<file path="src/rtl/mem_responder.sv">
// Fixed-latency word-memory responder for the LC-3b memory interface.
// Captures one request, answers it LATENCY cycles later, and honours aborts and resets.
module mem_responder #(
  parameter int unsigned LATENCY   = 3,
  parameter int unsigned WORD_BITS = 7
) (
  input  logic        clk,
  input  logic        rst_n,
  input  logic        mem_read,
  input  logic        mem_write,
  input  logic [15:0] mem_address,
  input  logic [15:0] mem_wdata,
  input  logic [1:0]  mem_byte_enable,
  output logic        mem_resp,
  output logic [15:0] mem_rdata
);

  localparam int unsigned CNT_W = $clog2(LATENCY + 1);
  localparam int unsigned DEPTH = 1 << WORD_BITS;
  localparam logic [CNT_W-1:0] CNT_INIT = (LATENCY >= 2) ? CNT_W'(LATENCY - 2) : '0;

  typedef enum logic [1:0] {
    IDLE = 2'd0,
    BUSY = 2'd1,
    RESP = 2'd2
  } state_t;

  state_t                 state_q, state_d;
  logic [CNT_W-1:0]       cnt_q, cnt_d;
  logic [WORD_BITS-1:0]   idx_q, idx_d;
  logic [15:0]            wdata_q, wdata_d;
  logic [1:0]             be_q, be_d;
  logic                   rd_q, rd_d;
  logic                   wr_q, wr_d;
  logic                   resp_q, resp_d;
  logic [15:0]            rdata_q, rdata_d;

  logic [15:0]            mem_q [DEPTH];

  logic                   req_c;
  logic                   enter_resp_c;
  logic                   we_c;
  logic [WORD_BITS-1:0]   eff_idx_c;
  logic [15:0]            eff_wdata_c;
  logic [1:0]             eff_be_c;
  logic                   eff_rd_c;
  logic                   eff_wr_c;
  logic [15:0]            old_word_c;
  logic [15:0]            merged_c;
  logic                   unused_addr_c;

  assign req_c         = mem_read | mem_write;
  assign unused_addr_c = ^{mem_address[15:WORD_BITS+1], mem_address[0]};

  // In IDLE the live request is the one being accepted; afterwards only captured values count.
  always_comb begin
    eff_idx_c   = idx_q;
    eff_wdata_c = wdata_q;
    eff_be_c    = be_q;
    eff_rd_c    = rd_q;
    eff_wr_c    = wr_q;
    if (state_q == IDLE) begin
      eff_idx_c   = mem_address[WORD_BITS:1];
      eff_wdata_c = mem_wdata;
      eff_be_c    = mem_byte_enable;
      eff_rd_c    = mem_read;
      eff_wr_c    = mem_write;
    end
    old_word_c = mem_q[eff_idx_c];
    merged_c   = {eff_be_c[1] ? eff_wdata_c[15:8] : old_word_c[15:8],
                  eff_be_c[0] ? eff_wdata_c[7:0]  : old_word_c[7:0]};
  end

  // Next-state, capture and response logic.
  always_comb begin
    state_d      = state_q;
    cnt_d        = cnt_q;
    idx_d        = idx_q;
    wdata_d      = wdata_q;
    be_d         = be_q;
    rd_d         = rd_q;
    wr_d         = wr_q;
    rdata_d      = rdata_q;
    resp_d       = 1'b0;
    enter_resp_c = 1'b0;

    case (state_q)
      IDLE: begin
        if (req_c) begin
          idx_d   = mem_address[WORD_BITS:1];
          wdata_d = mem_wdata;
          be_d    = mem_byte_enable;
          rd_d    = mem_read;
          wr_d    = mem_write;
          if (LATENCY == 1) begin
            state_d      = RESP;
            enter_resp_c = 1'b1;
          end else begin
            state_d = BUSY;
            cnt_d   = CNT_INIT;
          end
        end
      end
      BUSY: begin
        if (!req_c) begin
          state_d = IDLE;
        end else if (cnt_q == '0) begin
          state_d      = RESP;
          enter_resp_c = 1'b1;
        end else begin
          cnt_d = cnt_q - CNT_W'(1);
        end
      end
      RESP: begin
        state_d = IDLE;
      end
      default: begin
        state_d = IDLE;
      end
    endcase

    resp_d = enter_resp_c;
    // A combined read+write returns the word as it will be after the merge.
    if (enter_resp_c && eff_rd_c) begin
      rdata_d = eff_wr_c ? merged_c : old_word_c;
    end
  end

  assign we_c = enter_resp_c & eff_wr_c & rst_n;

  always_ff @(posedge clk or negedge rst_n) begin
    if (!rst_n) begin
      state_q <= IDLE;
      cnt_q   <= '0;
      idx_q   <= '0;
      wdata_q <= '0;
      be_q    <= '0;
      rd_q    <= 1'b0;
      wr_q    <= 1'b0;
      resp_q  <= 1'b0;
      rdata_q <= '0;
    end else begin
      state_q <= state_d;
      cnt_q   <= cnt_d;
      idx_q   <= idx_d;
      wdata_q <= wdata_d;
      be_q    <= be_d;
      rd_q    <= rd_d;
      wr_q    <= wr_d;
      resp_q  <= resp_d;
      rdata_q <= rdata_d;
    end
  end

  // Storage array is intentionally not reset.
  always_ff @(posedge clk) begin
    if (we_c) begin
      mem_q[eff_idx_c] <= merged_c;
    end
  end

  assign mem_resp  = resp_q;
  assign mem_rdata = rdata_q;

endmodule
</file>
<file path="config.mk">
export PLATFORM = sky130hd
export DESIGN_NAME = mem_responder
export DESIGN_NICKNAME = d
export VERILOG_FILES = /design/src/rtl/mem_responder.sv
export SDC_FILE = /design/constraint.sdc
export NUM_CORES = 2
export LEC_CHECK = 0
export CAP_MARGIN = 10
export CORE_MARGIN = 2
export CORE_UTILIZATION = 29
export CTS_BUF_LIST = sky130_fd_sc_hd__clkbuf_8
export CTS_CLUSTER_DIAMETER = 120
export DETAILED_ROUTE_END_ITERATION = 8
export SYNTH_ARGS = -nofsm -noshare
export SYNTH_HDL_FRONTEND = slang
export SYNTH_SLANG_ARGS = --single-unit
</file>
<file path="constraint.sdc">
create_clock -name clk -period 8.4 [get_ports clk]
set_clock_uncertainty 0.05 [all_clocks]
set_input_delay 2.1 -clock clk [delete_from_list [all_inputs] [get_ports clk]]
set_output_delay 2.1 -clock clk [all_outputs]
set_load 0.01 [all_outputs]
</file>
== Yosys cells after proc, flatten, opt, wreduce, memory -nomap -nowiden ==
Memory sizes are Yosys's and may differ from the RTL's.
Cells that the tools add are included.

* Register bits: 48
* RAM bits: 2,048
* Input port bits: 38
* Output and inout port bits: 17
* Memories: 1

{| class="wikitable"
|+ Memories
! name !! words !! width !! rd ports !! clocked after memory_dff !! wr ports !! RTL line !! text
|-
| mem_q || 128 || 16 || 1 || 0 || 1 || 38 || <nowiki>logic [15:0] mem_q [DEPTH];</nowiki>
|}

* Add/sub/neg operators: 1
* Equality and inequality tests: 5
* Mux-type cells: 20
* Bitwise logic cells: 3
* Reduce and logical (&&, ||, !) cells: 7

{| class="wikitable"
|+ Operator list
! kind !! number
|-
| 16-bit 2-to-1 mux || 2
|-
| 8-bit 2-to-1 mux || 2
|-
| 2-bit 2-to-1 mux || 6
|-
| 2-bit one-hot mux with 2 select lines || 2
|-
| 1-bit 2-to-1 mux || 7
|-
| 7-bit 2-to-1 mux || 1
|-
| 2-bit != test, second input constant || 3
|-
| 2-bit zero test || 2
|-
| 2-bit AND reduction || 2
|-
| 4-bit AND reduction || 1
|-
| 3-bit != test, second input constant || 1
|-
| 1-bit AND || 2
|-
| 2-bit by 1-bit equality test with 1-bit output, second input constant || 1
|-
| 2-bit nonzero test || 1
|-
| 2-bit by 1-bit subtractor with 2-bit output, second input constant || 1
|-
| 1-bit logical AND || 1
|-
| 1-bit bitwise OR || 1
|}

== Longest topological paths before layout ==
* Depth in word-level cells: 8
* Mapped depth: 15
* Gate-level depth less buffers: 9

== Worst setup path before layout ==
No wires, ideal clock.

* Path type: input to register
* From: input mem_address[2]
* To: memory mem_q[0][4] (data pin)
* Arrival time: 9,422 ps
* Data required time: 7,111 ps
* Path slack: -2,310 ps
* Stages on the path: 14
* Buffers on the path: 5
* Cell sequence: or4b_1 -> o21ai_2 -> buf_2 -> buf_4 -> buf_2 -> buf_2 -> buf_2 -> a21oi_1 -> o21ai_0 -> a221oi_1 -> o22ai_1 -> nor3_1 -> nand3_1 -> a21boi_0

* Word-level cells in the longest chain between the ends: 3

{| class="wikitable"
|+ Ends and longest elaborated chain
! element !! RTL line !! text
|-
| start, declared || 11 || <nowiki>input logic [15:0] mem_address,</nowiki>
|-
| 7-bit 2-to-1 mux || 62 || <nowiki>if (state_q == IDLE) begin</nowiki>
|-
| memory read 128 x 16 bit || n/a ||
|-
| 8-bit 2-to-1 mux || 71 || <nowiki>eff_be_c[0] ? eff_wdata_c[7:0] : old_word_c[7:0]};</nowiki>
|-
| net merged_c[4] || 49 || <nowiki>logic [15:0] merged_c;</nowiki>
|-
| end, declared || 38 ||
|}

The timed path passes the listed nets, and every way through them passes these cells.

== Worst setup path in the final report ==
* From: input mem_address[3]
* To: memory mem_q[78][9] (data pin)

* Word-level cells in the longest chain between the ends: 3

{| class="wikitable"
|+ Ends and longest elaborated chain
! element !! RTL line !! text
|-
| 7-bit 2-to-1 mux || 62 ||
|-
| memory read 128 x 16 bit || n/a ||
|-
| 8-bit 2-to-1 mux || 70 || <nowiki>merged_c = {eff_be_c[1] ? eff_wdata_c[15:8] : old_word_c[15:8],</nowiki>
|-
| net merged_c[9] || 49 ||
|}

The timed path passes the listed nets, and every way through them passes these cells.

==> out/results.txt <==
Comb pwr share -> 0.423
Post-synthesis sequential area ratio -> 0.795
Grt ovf -> 0
CTS Sinks -> 2096
Die W -> 525 um
Top cell family by delay on the critical path -> simple AND/OR/NAND/NOR gates
IO Pins -> 55
Avg Inst Size Synth -> 17.7 um^2
Critical path, cell by cell -> clkdlybuf4s50_1 > or4b_1 > o21ai_4 > buf_12 > buf_4 > a221o_1 > a221oi_1 > nor3_1 > or4_1 > nor4_1 > a41oi_4 > buf_12
Switching share of power -> 0.403
Worst stage delay on the critical path -> 0.90 ns
Critical hold path startpoint -> mem_rdata[8]
Reg2reg path depth -> 11
Num CTS Buffers -> 348
Worst vdd ir -> 840 uV
Final nets -> 4946
Hold Buf Count CTS -> 0
Area contributors post-synth -> edfxtp_1, a221oi_1, a221o_1
Htree depth -> 5
Reg2reg setup slack -> 1.81 ns
Final min period -> 6.97 ns
Post-Route WL -> 249000 um
Share of post-route cells with drive strength above 1 -> 0.171
Final hold violations -> 0
Hold Path End -> mem_rdata[8]
Pleak -> 29.4 nW
Most used cell, CP -> buf_12
Fin util -> 0.341
Fill cells -> 25.7k
Setup TNS -> 0 ns
Worst hold path stage count -> 2
Crit path buf inv count -> 4
Die height -> 525 um
Clock Pin Slew Worst Setup and Hold Paths -> 0.06 ns
Detailed Routing Iterations Pass 1 -> 9
Post-synth top area share -> 0.780
Syn nets -> 4493
Post-Syn Instances -> 4454
#FFs+latches synth -> 2096
Slew Viols, Final -> 0
Storage element area -> 62700 um^2
Vias -> 48.4k
Clk network pwr share -> 0.184
Vias/cell -> 5.55
Wire per inst -> 28.6 um
Critical path endpoint category -> flip-flop
Setup CP Type -> in2reg
Die area -> 276000 um^2
Residual DRC count -> 0
Multi-input gate area -> 14900 um^2
Worst R2R End -> mem_q[78][9]
Asr flop ratio synth -> 0.0229
Clock buffer depth -> 4
Starting Density -> 0.291
Rel. slew slack -> 0.111
Cell variety after synth -> 78
CP max-delay cell -> nor4_1
Area growth, synth to finish -> 17.1%
Hold Worst Slack -> 0.437 ns
Internal -> 25.7 mW
Worst Path Max Fanout -> 29
Initial DRC Count -> 6796
Synth Warn # -> 0
Sequential share of power -> 0.393
Post-synth top area cell -> edfxtp_1
Resized Gates After CTS -> 0
DP Worst Slack -> 0.710 ns
Max-Cap Viols -> 0
Global-route wire length before repair -> 349000 um
Ratio of final minimum period to clock period -> 0.830
Post-route ant nets -> 0
Min setup slack post-route -> 1.43 ns
Core Area -> 271000 um^2
DPL Wire Length -> 149000 um
FF-to-FF Start -> state_q[0]
Net switching power -> 17.4 mW
Worst Path Required -> 9.06 ns
Synth cell count leaders -> edfxtp_1, a221oi_1, a221o_1
Outcome -> finished, final reports clean
Root buffer cell -> clkbuf_8
RSZ-0062 raised after global routing -> no
Critical Path Source Type -> input pin
Largest net degree at the start of global routing -> 129
Post-synth top flop -> edfxtp_1
FMAX -> 0.144 GHz
Hold Crit Class -> reg2reg
Slew of the pin with the lowest slew margin -> 1.32 ns
Final setup viols -> 0
Most frequent cell after synthesis -> edfxtp_1
Critical Path AT -> 7.63 ns
TritonCTS clock tree -> done
Initial antenna violation count -> 9
Clock Latency Late Sink -> 1.08 ns
Vias in the first global route -> 46.4k
# Post-CTS Setup Buffers -> 0
Rows -> 191
RePlAce Congestion -> 0.908
IO Port Bufs -> 45
PD cells -> 467 nW/um^2
Count of flip-flops with a built-in enable after synthesis -> 2048
Mapped Area -> 78800 um^2
GR Util All Layers -> 0.174
## cells in the final DEF, fill, tap and decap left out, types with 9 or more instances in the layout
cell / synthesis / final
edfxtp_1: 2048 / 2048
a221oi_1: 355 / 355
clkbuf_8: 0 / 354
buf_4: 10 / 329
a221o_1: 244 / 244
nand2_1: 181 / 181
nor2_1: 181 / 171
inv_1: 33 / 141
a222oi_1: 118 / 118
a21oi_1: 120 / 116
nor3_1: 112 / 105
a22oi_1: 103 / 103
clkinv_1: 0 / 89
mux2i_1: 76 / 72
o21ai_0: 70 / 67
buf_12: 0 / 61
o22ai_1: 50 / 49
dfrtp_1: 48 / 48
a22o_1: 44 / 44
clkdlybuf4s50_1: 0 / 44
mux2_2: 37 / 36
nand3_1: 33 / 33
nor4_1: 27 / 26
clkinv_2: 0 / 25
a31oi_1: 26 / 23
and3_1: 18 / 18
o211ai_1: 13 / 13
a211oi_1: 13 / 12
o21a_1: 11 / 11
o22a_1: 11 / 11
or4_1: 11 / 11
o21ai_1: 9 / 10
a2111oi_0: 10 / 10
nand2b_1: 10 / 9
## metrics by stage
step	std cells	power [mW]	instance area, um^2
after global placement	8126	34.6	86300
after detailed placement	8126	35.0	86300
after floorplan	4454	26.2	78900
final	8719	43.1	92300
after global routing	8715	44.3	92300
after CTS	8713	42.9	92300
## metal layers
layer | wire length [um] | track usage | up-vias | share of wire
met5 | 55 | 0 | - | 0.00022
met4 | 10500 | 0.0734 | 8 | 0.042
met3 | 27700 | 0.0435 | 497 | 0.11
met2 | 113000 | 0.268 | 3019 | 0.45
met1 | 97500 | 0.232 | 25000 | 0.39
li1 | - | - | 19900 | -
## flip-flops by register name (all words and copies together) (netlist names)
| name | count |
|---|---|
| be_q | 2 |
| mem_resp | 1 |
| idx_q | 7 |
| rd_q | 1 |
| wdata_q | 16 |
| cnt_q | 2 |
| wr_q | 1 |
| mem_rdata | 16 |
| mem_q | 2048 |
| state_q | 2 |
## power by group through the flow
stage                     Clock [mW]  Sequential, mW  Combinational [mW]
final                           7.94            16.9                18.2
after global routing            8.49            16.9                18.9
after CTS                       8.05            16.9                17.9
after detailed placement           0            17.1                17.9
after global placement             0            17.1                17.5
after floorplan                    0            17.8                8.40
## kinds of logic after synthesis
kind of cell | share of synthesized area
AOI/OAI and AO/OA | 0.132
DFF | 0.795
adders and majority gates | 0.000159
muxes | 0.0161
and+or+nand+nor | 0.0356
buffers and inverters | 0.0205
## worst register-to-register path: stages (launching register included)
cell and delay, ns:
dfrtp_1 0.65, nor2_4 0.95, o21ai_4 0.57, buf_12 0.35, buf_4 0.29, a221o_1 0.39, a221oi_1 0.25, nor3_1 0.14
or4_1 0.61, nor4_1 0.90, a41oi_4 0.71, buf_12 0.40
## worst max path at each step
stage / end / depth (start not counted) / slack [ns] / startpoint
final: mem_q[78][9] / 12 / 1.43 / mem_address[3]
after global routing: mem_q[78][9] / 12 / 1.59 / mem_address[3]
after CTS: mem_q[78][9] / 12 / 1.80 / mem_address[3]
after detailed placement: mem_q[8][7] / 15 / 0.71 / mem_address[1]
after global placement: mem_q[60][9] / 12 / 0.80 / mem_address[3]
after floorplan: mem_q[0][3] / 11 / 0.05 / mem_address[2]
## area by class of cell
| class | instances | area share |
|---|---|---|
| Timing Repair Buffer | 436 | 0.0451 |
| Clock buffer | 354 | 0.0528 |
| Clock inverter | 233 | 0.0113 |
| Tap cell | 3570 | 0.0484 |
| Inverter | 33 | 0.00134 |
| Multi-Input combinational cell | 1992 | 0.162 |
| Antenna cell | 5 | 0.000136 |
| Sequential cell | 2096 | 0.679 |
(Power assumes the default switching activity.)
